### src/rtl/mdu_if.sv
// Request/result bundle between the execute stage and the multiply/divide unit.
// The unit drives ready/busy/done and the HI/LO pair; the pipeline drives the rest.
`timescale 1ns/1ps

interface mdu_if #(
    parameter int WIDTH = 32
);
    logic             req_valid;
    logic             req_ready;
    logic [2:0]       op;
    logic [WIDTH-1:0] a;
    logic [WIDTH-1:0] b;
    logic             flush;
    logic             busy;
    logic             done;
    logic [WIDTH-1:0] hi;
    logic [WIDTH-1:0] lo;

    modport master (
        output req_valid, op, a, b, flush,
        input  req_ready, busy, done, hi, lo
    );

    modport slave (
        input  req_valid, op, a, b, flush,
        output req_ready, busy, done, hi, lo
    );
endinterface

### src/rtl/mdu.sv
// Iterative multiply/divide unit owning HI/LO; shift-add multiply and restoring divide.
// Define MDU_FAST_MUL_EN to replace the shift-add multiply with a single-cycle multiplier.
`timescale 1ns/1ps

module mdu #(
    parameter int WIDTH = 32
) (
    input  logic  clk,
    input  logic  resetn,
    mdu_if.slave  bus
);
    localparam int CNT_W = $clog2(WIDTH) + 1;

    localparam logic [2:0] OP_MULT  = 3'd0;
    localparam logic [2:0] OP_MULTU = 3'd1;
    localparam logic [2:0] OP_DIV   = 3'd2;
    localparam logic [2:0] OP_DIVU  = 3'd3;
    localparam logic [2:0] OP_MTHI  = 3'd4;
    localparam logic [2:0] OP_MTLO  = 3'd5;

    typedef enum logic [1:0] {IDLE, MUL, DIV, FIX} state_t;

    state_t             state, state_nxt;
    logic [WIDTH-1:0]   hi_q, lo_q;
    logic [WIDTH-1:0]   acc_hi, acc_lo, opnd;
    logic [CNT_W-1:0]   cnt, cnt_inc;
    logic               is_mul, neg_res, neg_rem, done_q;

    logic               accept, commit, last_iter;
    logic               is_signed, b_zero;
    logic [WIDTH-1:0]   mag_a, mag_b;
    logic [WIDTH:0]     mul_sum;
    logic [WIDTH:0]     div_shift;
    logic [WIDTH-1:0]   div_sub;
    logic               div_ok;
    logic [2*WIDTH-1:0] prod, prod_fix;
    logic [WIDTH-1:0]   fix_hi, fix_lo;

    assign bus.req_ready = (state == IDLE);
    assign bus.busy      = (state != IDLE);
    assign bus.done      = done_q;
    assign bus.hi        = hi_q;
    assign bus.lo        = lo_q;

    assign accept    = bus.req_valid && (state == IDLE) && !bus.flush;
    assign commit    = (state == FIX) && !bus.flush;
    assign last_iter = (cnt == CNT_W'(WIDTH - 1));
    assign cnt_inc   = (cnt == CNT_W'(WIDTH)) ? cnt : cnt + CNT_W'(1);

    // Signed ops run on magnitudes; MIN maps onto itself, read as 2^(WIDTH-1).
    assign is_signed = (bus.op == OP_MULT) || (bus.op == OP_DIV);
    assign b_zero    = (bus.b == '0);
    assign mag_a     = (is_signed && bus.a[WIDTH-1]) ? -bus.a : bus.a;
    assign mag_b     = (is_signed && bus.b[WIDTH-1]) ? -bus.b : bus.b;

    assign mul_sum   = {1'b0, acc_hi} + (acc_lo[0] ? {1'b0, opnd} : '0);

    assign div_shift = {acc_hi, acc_lo[WIDTH-1]};
    assign div_ok    = (div_shift >= {1'b0, opnd});
    assign div_sub   = div_shift[WIDTH-1:0] - opnd;

    assign prod      = {acc_hi, acc_lo};
    assign prod_fix  = neg_res ? -prod : prod;

    always_comb begin
        fix_hi = neg_rem ? -acc_hi : acc_hi;
        fix_lo = neg_res ? -acc_lo : acc_lo;
        if (is_mul) begin
            {fix_hi, fix_lo} = prod_fix;
        end
    end

`ifdef MDU_FAST_MUL_EN
    logic [2*WIDTH-1:0] ext_a, ext_b, fast_prod;

    assign ext_a     = {{WIDTH{is_signed & bus.a[WIDTH-1]}}, bus.a};
    assign ext_b     = {{WIDTH{is_signed & bus.b[WIDTH-1]}}, bus.b};
    assign fast_prod = ext_a * ext_b;
`endif

    always_ff @(posedge clk or negedge resetn) begin
        if (!resetn) begin
            state <= IDLE;
        end else begin
            state <= state_nxt;
        end
    end

    // Flush beats everything outside IDLE, including a commit due on the same edge.
    always_comb begin
        state_nxt = state;
        case (state)
            IDLE: begin
                if (accept) begin
                    case (bus.op)
`ifdef MDU_FAST_MUL_EN
                        OP_MULT, OP_MULTU: state_nxt = FIX;
`else
                        OP_MULT, OP_MULTU: state_nxt = MUL;
`endif
                        OP_DIV, OP_DIVU:   state_nxt = b_zero ? FIX : DIV;
                        default:           state_nxt = IDLE;
                    endcase
                end
            end
            MUL, DIV: begin
                if (bus.flush) begin
                    state_nxt = IDLE;
                end else if (last_iter) begin
                    state_nxt = FIX;
                end
            end
            FIX:     state_nxt = IDLE;
            default: state_nxt = IDLE;
        endcase
    end

    always_ff @(posedge clk or negedge resetn) begin
        if (!resetn) begin
            hi_q    <= '0;
            lo_q    <= '0;
            acc_hi  <= '0;
            acc_lo  <= '0;
            opnd    <= '0;
            cnt     <= '0;
            is_mul  <= 1'b0;
            neg_res <= 1'b0;
            neg_rem <= 1'b0;
            done_q  <= 1'b0;
        end else begin
            done_q <= commit;
            if (commit) begin
                hi_q <= fix_hi;
                lo_q <= fix_lo;
            end
            case (state)
                IDLE: begin
                    if (accept) begin
                        cnt <= '0;
                        case (bus.op)
                            OP_MTHI: hi_q <= bus.a;
                            OP_MTLO: lo_q <= bus.a;
                            OP_MULT, OP_MULTU: begin
                                is_mul <= 1'b1;
`ifdef MDU_FAST_MUL_EN
                                {acc_hi, acc_lo} <= fast_prod;
                                neg_res <= 1'b0;
                                neg_rem <= 1'b0;
`else
                                acc_hi  <= '0;
                                acc_lo  <= mag_b;
                                opnd    <= mag_a;
                                neg_res <= is_signed & (bus.a[WIDTH-1] ^ bus.b[WIDTH-1]);
                                neg_rem <= 1'b0;
`endif
                            end
                            OP_DIV, OP_DIVU: begin
                                is_mul <= 1'b0;
                                if (b_zero) begin
                                    acc_hi  <= bus.a;
                                    acc_lo  <= '1;
                                    neg_res <= 1'b0;
                                    neg_rem <= 1'b0;
                                end else begin
                                    acc_hi  <= '0;
                                    acc_lo  <= mag_a;
                                    opnd    <= mag_b;
                                    neg_res <= is_signed & (bus.a[WIDTH-1] ^ bus.b[WIDTH-1]);
                                    neg_rem <= is_signed & bus.a[WIDTH-1];
                                end
                            end
                            default: ;
                        endcase
                    end
                end
                MUL: begin
                    acc_hi <= mul_sum[WIDTH:1];
                    acc_lo <= {mul_sum[0], acc_lo[WIDTH-1:1]};
                    cnt    <= cnt_inc;
                end
                // Quotient bits enter at the bottom of acc_lo as dividend bits leave the top.
                DIV: begin
                    acc_hi <= div_ok ? div_sub : div_shift[WIDTH-1:0];
                    acc_lo <= {acc_lo[WIDTH-2:0], div_ok};
                    cnt    <= cnt_inc;
                end
                default: ;
            endcase
        end
    end
endmodule

### src/flat_wrapper.sv
// flat-port wrapper written by rule: the top's interface ports become plain ports
module mdu_flat 
#(
    parameter int WIDTH = 32
)
  (clk, resetn, bus_req_valid, bus_op, bus_a, bus_b, bus_flush, bus_req_ready, bus_busy, bus_done, bus_hi, bus_lo);
  mdu_if #(.WIDTH(WIDTH)) bus_i ();
  input  logic clk;
  input  logic resetn;
  input wire logic [$bits(bus_i.req_valid)-1:0] bus_req_valid;
  input wire logic [$bits(bus_i.op)-1:0] bus_op;
  input wire logic [$bits(bus_i.a)-1:0] bus_a;
  input wire logic [$bits(bus_i.b)-1:0] bus_b;
  input wire logic [$bits(bus_i.flush)-1:0] bus_flush;
  output wire logic [$bits(bus_i.req_ready)-1:0] bus_req_ready;
  output wire logic [$bits(bus_i.busy)-1:0] bus_busy;
  output wire logic [$bits(bus_i.done)-1:0] bus_done;
  output wire logic [$bits(bus_i.hi)-1:0] bus_hi;
  output wire logic [$bits(bus_i.lo)-1:0] bus_lo;
  assign bus_i.req_valid = bus_req_valid;
  assign bus_i.op = bus_op;
  assign bus_i.a = bus_a;
  assign bus_i.b = bus_b;
  assign bus_i.flush = bus_flush;
  assign bus_req_ready = bus_i.req_ready;
  assign bus_busy = bus_i.busy;
  assign bus_done = bus_i.done;
  assign bus_hi = bus_i.hi;
  assign bus_lo = bus_i.lo;
  mdu #(.WIDTH(WIDTH)) u_core (.clk(clk), .resetn(resetn), .bus(bus_i));
endmodule
### config.mk
export PLATFORM = sky130hd
export DESIGN_NAME = mdu_flat
export DESIGN_NICKNAME = d
export VERILOG_FILES = /design/src/rtl/mdu_if.sv /design/src/rtl/mdu.sv /design/src/flat_wrapper.sv
export SDC_FILE = /design/constraint.sdc
export NUM_CORES = 1
export LEC_CHECK = 0
export ABC_AREA = 1
export CAP_MARGIN = 20
export CORE_MARGIN = 1.5
export CORE_UTILIZATION = 40
export DETAILED_ROUTE_END_ITERATION = 10
export HOLD_SLACK_MARGIN = 0.05
export MAX_ROUTING_LAYER = met4
export PLACE_DENSITY = 0.62
export SYNTH_ARGS = -nofsm -noshare
export SYNTH_HDL_FRONTEND = slang
export SYNTH_SLANG_ARGS = --single-unit
### constraint.sdc
create_clock -name clk -period 4.9 [get_ports clk]
set_input_delay 0.49 -clock clk [delete_from_list [all_inputs] [get_ports clk]]
set_output_delay 0.49 -clock clk [all_outputs]
set_load 0.01 [all_outputs]
==> results.ini <==
[status]
status=finished, final reports clean

[power]
p_per_area_nw_per_um2=725
leakage_nw=11.3
ir_worst_vdd_mv=1.43
fin_total_pwr_mw=15.8

[critical_path]
cp_common_cell=nand2_1
endpoint_kind=flop
crit_buf_inv=2
critPathRequiredTime_ns=5.31
path_delay_family=simple AND/OR/NAND/NOR gates
start_kind=flop
crit_path_max_incr_delay_ns=0.63
crit_cells=17
worstPathMaxFanout=21
path_cells=buf_4 -> nand2_1 -> inv_1 -> ha_1 -> a21oi_1 -> nand2_1 -> nand2_1 -> nand3_1 -> nand2_1 -> nand2_1 -> nand2_1 -> nand2_1 -> nand2_1 -> nand3_1 -> nand3_1 -> nand2_1 -> nand2_1
reg2reg_depth=17
crit_arrival_ns=3.81
worst_path_max_delay_cell=dfrtp_1
path_class=flop to flop

[clocking]
cts_htree_levels=4
cts_tree=done
clockBufferDepth=2
cts_setup_buffers=0
cts_resized=0
cts-root-buf=clkbuf_16
cts_num_sinks=172
clkTransAtPathRegs_ns=0.07
numCtsBuffers=17
postCtsHoldBufs=0
clkLatencyLatePin_ns=0.48

[route]
firstDrtPassIters=8
vias_per_cell=5.61
antenna_left=0
drt-wirelength-per-cell_um=22.6
drc=0
route.vias.total=23231
drt_iter0_markers=2861
drt-total-wl_mm=93.3

[placed_design]
gp_congestion=1.10
hpwl_mm=73.1
portBuffers=137
place_area_um2=21300
dp_worst_setup_slack_ns=1.38

[yosys]
synth.distinct_cells=50
syn_nets=3582
netlist_area_um2=19300
yosys.area.top_type=nand2_1
seq_area_frac_synth_pct=22.3
yosys_register_bits=172
synth_area_leaders=nand2_1 (23%), dfrtp_1 (22%), inv_1 (9.1%), nand3_1 (8.9%), nor2_1 (7.2%)
yosysWarnings=0
yosysTopAreaCellShare_pct=23.4
syn_avg_cell_area_um2=5.63
synth_cells=3434

[timing]
fin_ws_ns=1.50
post-route-period-util_pct=69.3
timing.fmax_ghz=0.294
finalSetupTns_ns=0
whs_ns=0.102
worst_slew_margin_rel_pct=35.7
setup_viol=0
tightest_slew_ns=0.965
min_period_ns=3.40
finalHoldViolCount=0
slew_violations=0
rsz0062_at_grt=no
skew_ns=0.0184

[die]
num_rows=80
pin_count=138
die-area_um2=49700
fp.dieW_um=223
die_h_um=223
coreArea_um2=47700
start_util_pct=40.5

[run]
cap_viol_max_count=0

[global_route]
grt.total_usage_pct=38.4
grt_max_degree=88
grt_pass1_vias=21403
grt_antenna_before_repair=1
globalRouteOverflowTotal=0
grt_pass1_wl_mm=137

[cells_and_area]
layout-drive-gt1-share_pct=3.95
syn2layout_area_growth_pct=13.1
nNetsFinal=3654
final_cell_mix=nand2_1 (1205), inv_1 (470), nor2_1 (370)
design_area_um2=21900
final_common_cell=nand2_1

[worst_hold_path]
hold_path_class=primary input to async pin

sequential cells by signal (all words and copies together) (netlist names), 2 cells and up:
register,flops
u_core.state,2
u_core.bus.hi,32
u_core.opnd,32
u_core.acc_hi,32
u_core.cnt,6
u_core.acc_lo,32
u_core.bus.lo,32
logic make-up (layout without fill, tap and decap cells):
logic type                 Yosys count  after routing  share of synthesized area [%]
AOI/OAI and AO/OA                  467            467                           13.3
and+or+nand+nor                   2049           2049                           44.2
adders and majority gates           77             77                           5.06
xor gates and xnor gates            64             64                           2.90
buffers and inverters              605            690                           12.2
DFF                                172            172                           22.3
other                                0              4                              0
cell type report:
type | count | area (um^2)
inverter | 483 | 1820
clock buffer | 18 | 439
antenna | 4 | 10.0
clock inverter | 14 | 165
tap | 615 | 769
fill | 5330 | 25900
timing repair buffer | 175 | 1680
multi-input combinational | 2657 | 12700
sequential | 172 | 4300
worst paths after layout:
path                                   from  slack, ns                end
setup reg to reg           u_core.acc_lo[0]       1.50  u_core.acc_hi[22]
hold reg to reg            u_core.bus.lo[1]       0.56   u_core.bus.lo[1]
min in group clk           u_core.bus.lo[1]       0.56   u_core.bus.lo[1]
setup / recovery           u_core.acc_lo[0]       1.50  u_core.acc_hi[22]
max in group asynchronous            resetn       3.68    u_core.opnd[29]
hold / removal                       resetn       0.10  u_core.bus.hi[10]
cells in the mapped netlist (all sizes together):
master	n
o31ai	2
xnor2	22
a21boi	1
nand3b	9
o22ai	19
fa	2
a31oi	50
o21bai	6
dfrtp	172
nor3	26
nand4	48
o32ai	1
o21a	1
a21oi	207
nor2	386
xor2	42
or2	5
clkbuf	80
and2	5
a22oi	12
nand2	1217
a21o	2
ha	75
nand3	350
a211oi	1
buf	42
o211ai	14
clkinv	2
nor4	1
o21ai	151
inv	481
nor3b	2
power by group:
| group | total, mW | internal, mW | switching (mW) |
|---|---|---|---|
| Clock | 1.47 | 0.707 | 0.765 |
| Combinational | 11.2 | 3.65 | 7.52 |
| Sequential | 3.21 | 2.11 | 1.10 |
| Total | 15.8 | 6.47 | 9.38 |
per-layer routing:
metal,part of all wire (%),global-route usage [%],wire length (um)
met1,42,49.8,38800
met2,43,57.1,40200
met3,9.4,6.78,8810
met4,5.9,19.8,5500
met5,0,-,0
stage by stage:
step                      instances  utilization (%)
final                          4138             45.8
after global routing           4136             45.8
after CTS                      4134             45.8
after detailed placement       4102             44.5
after global placement         4102             44.5
after floorplan                3434                -
(Power assumes the default switching activity.)
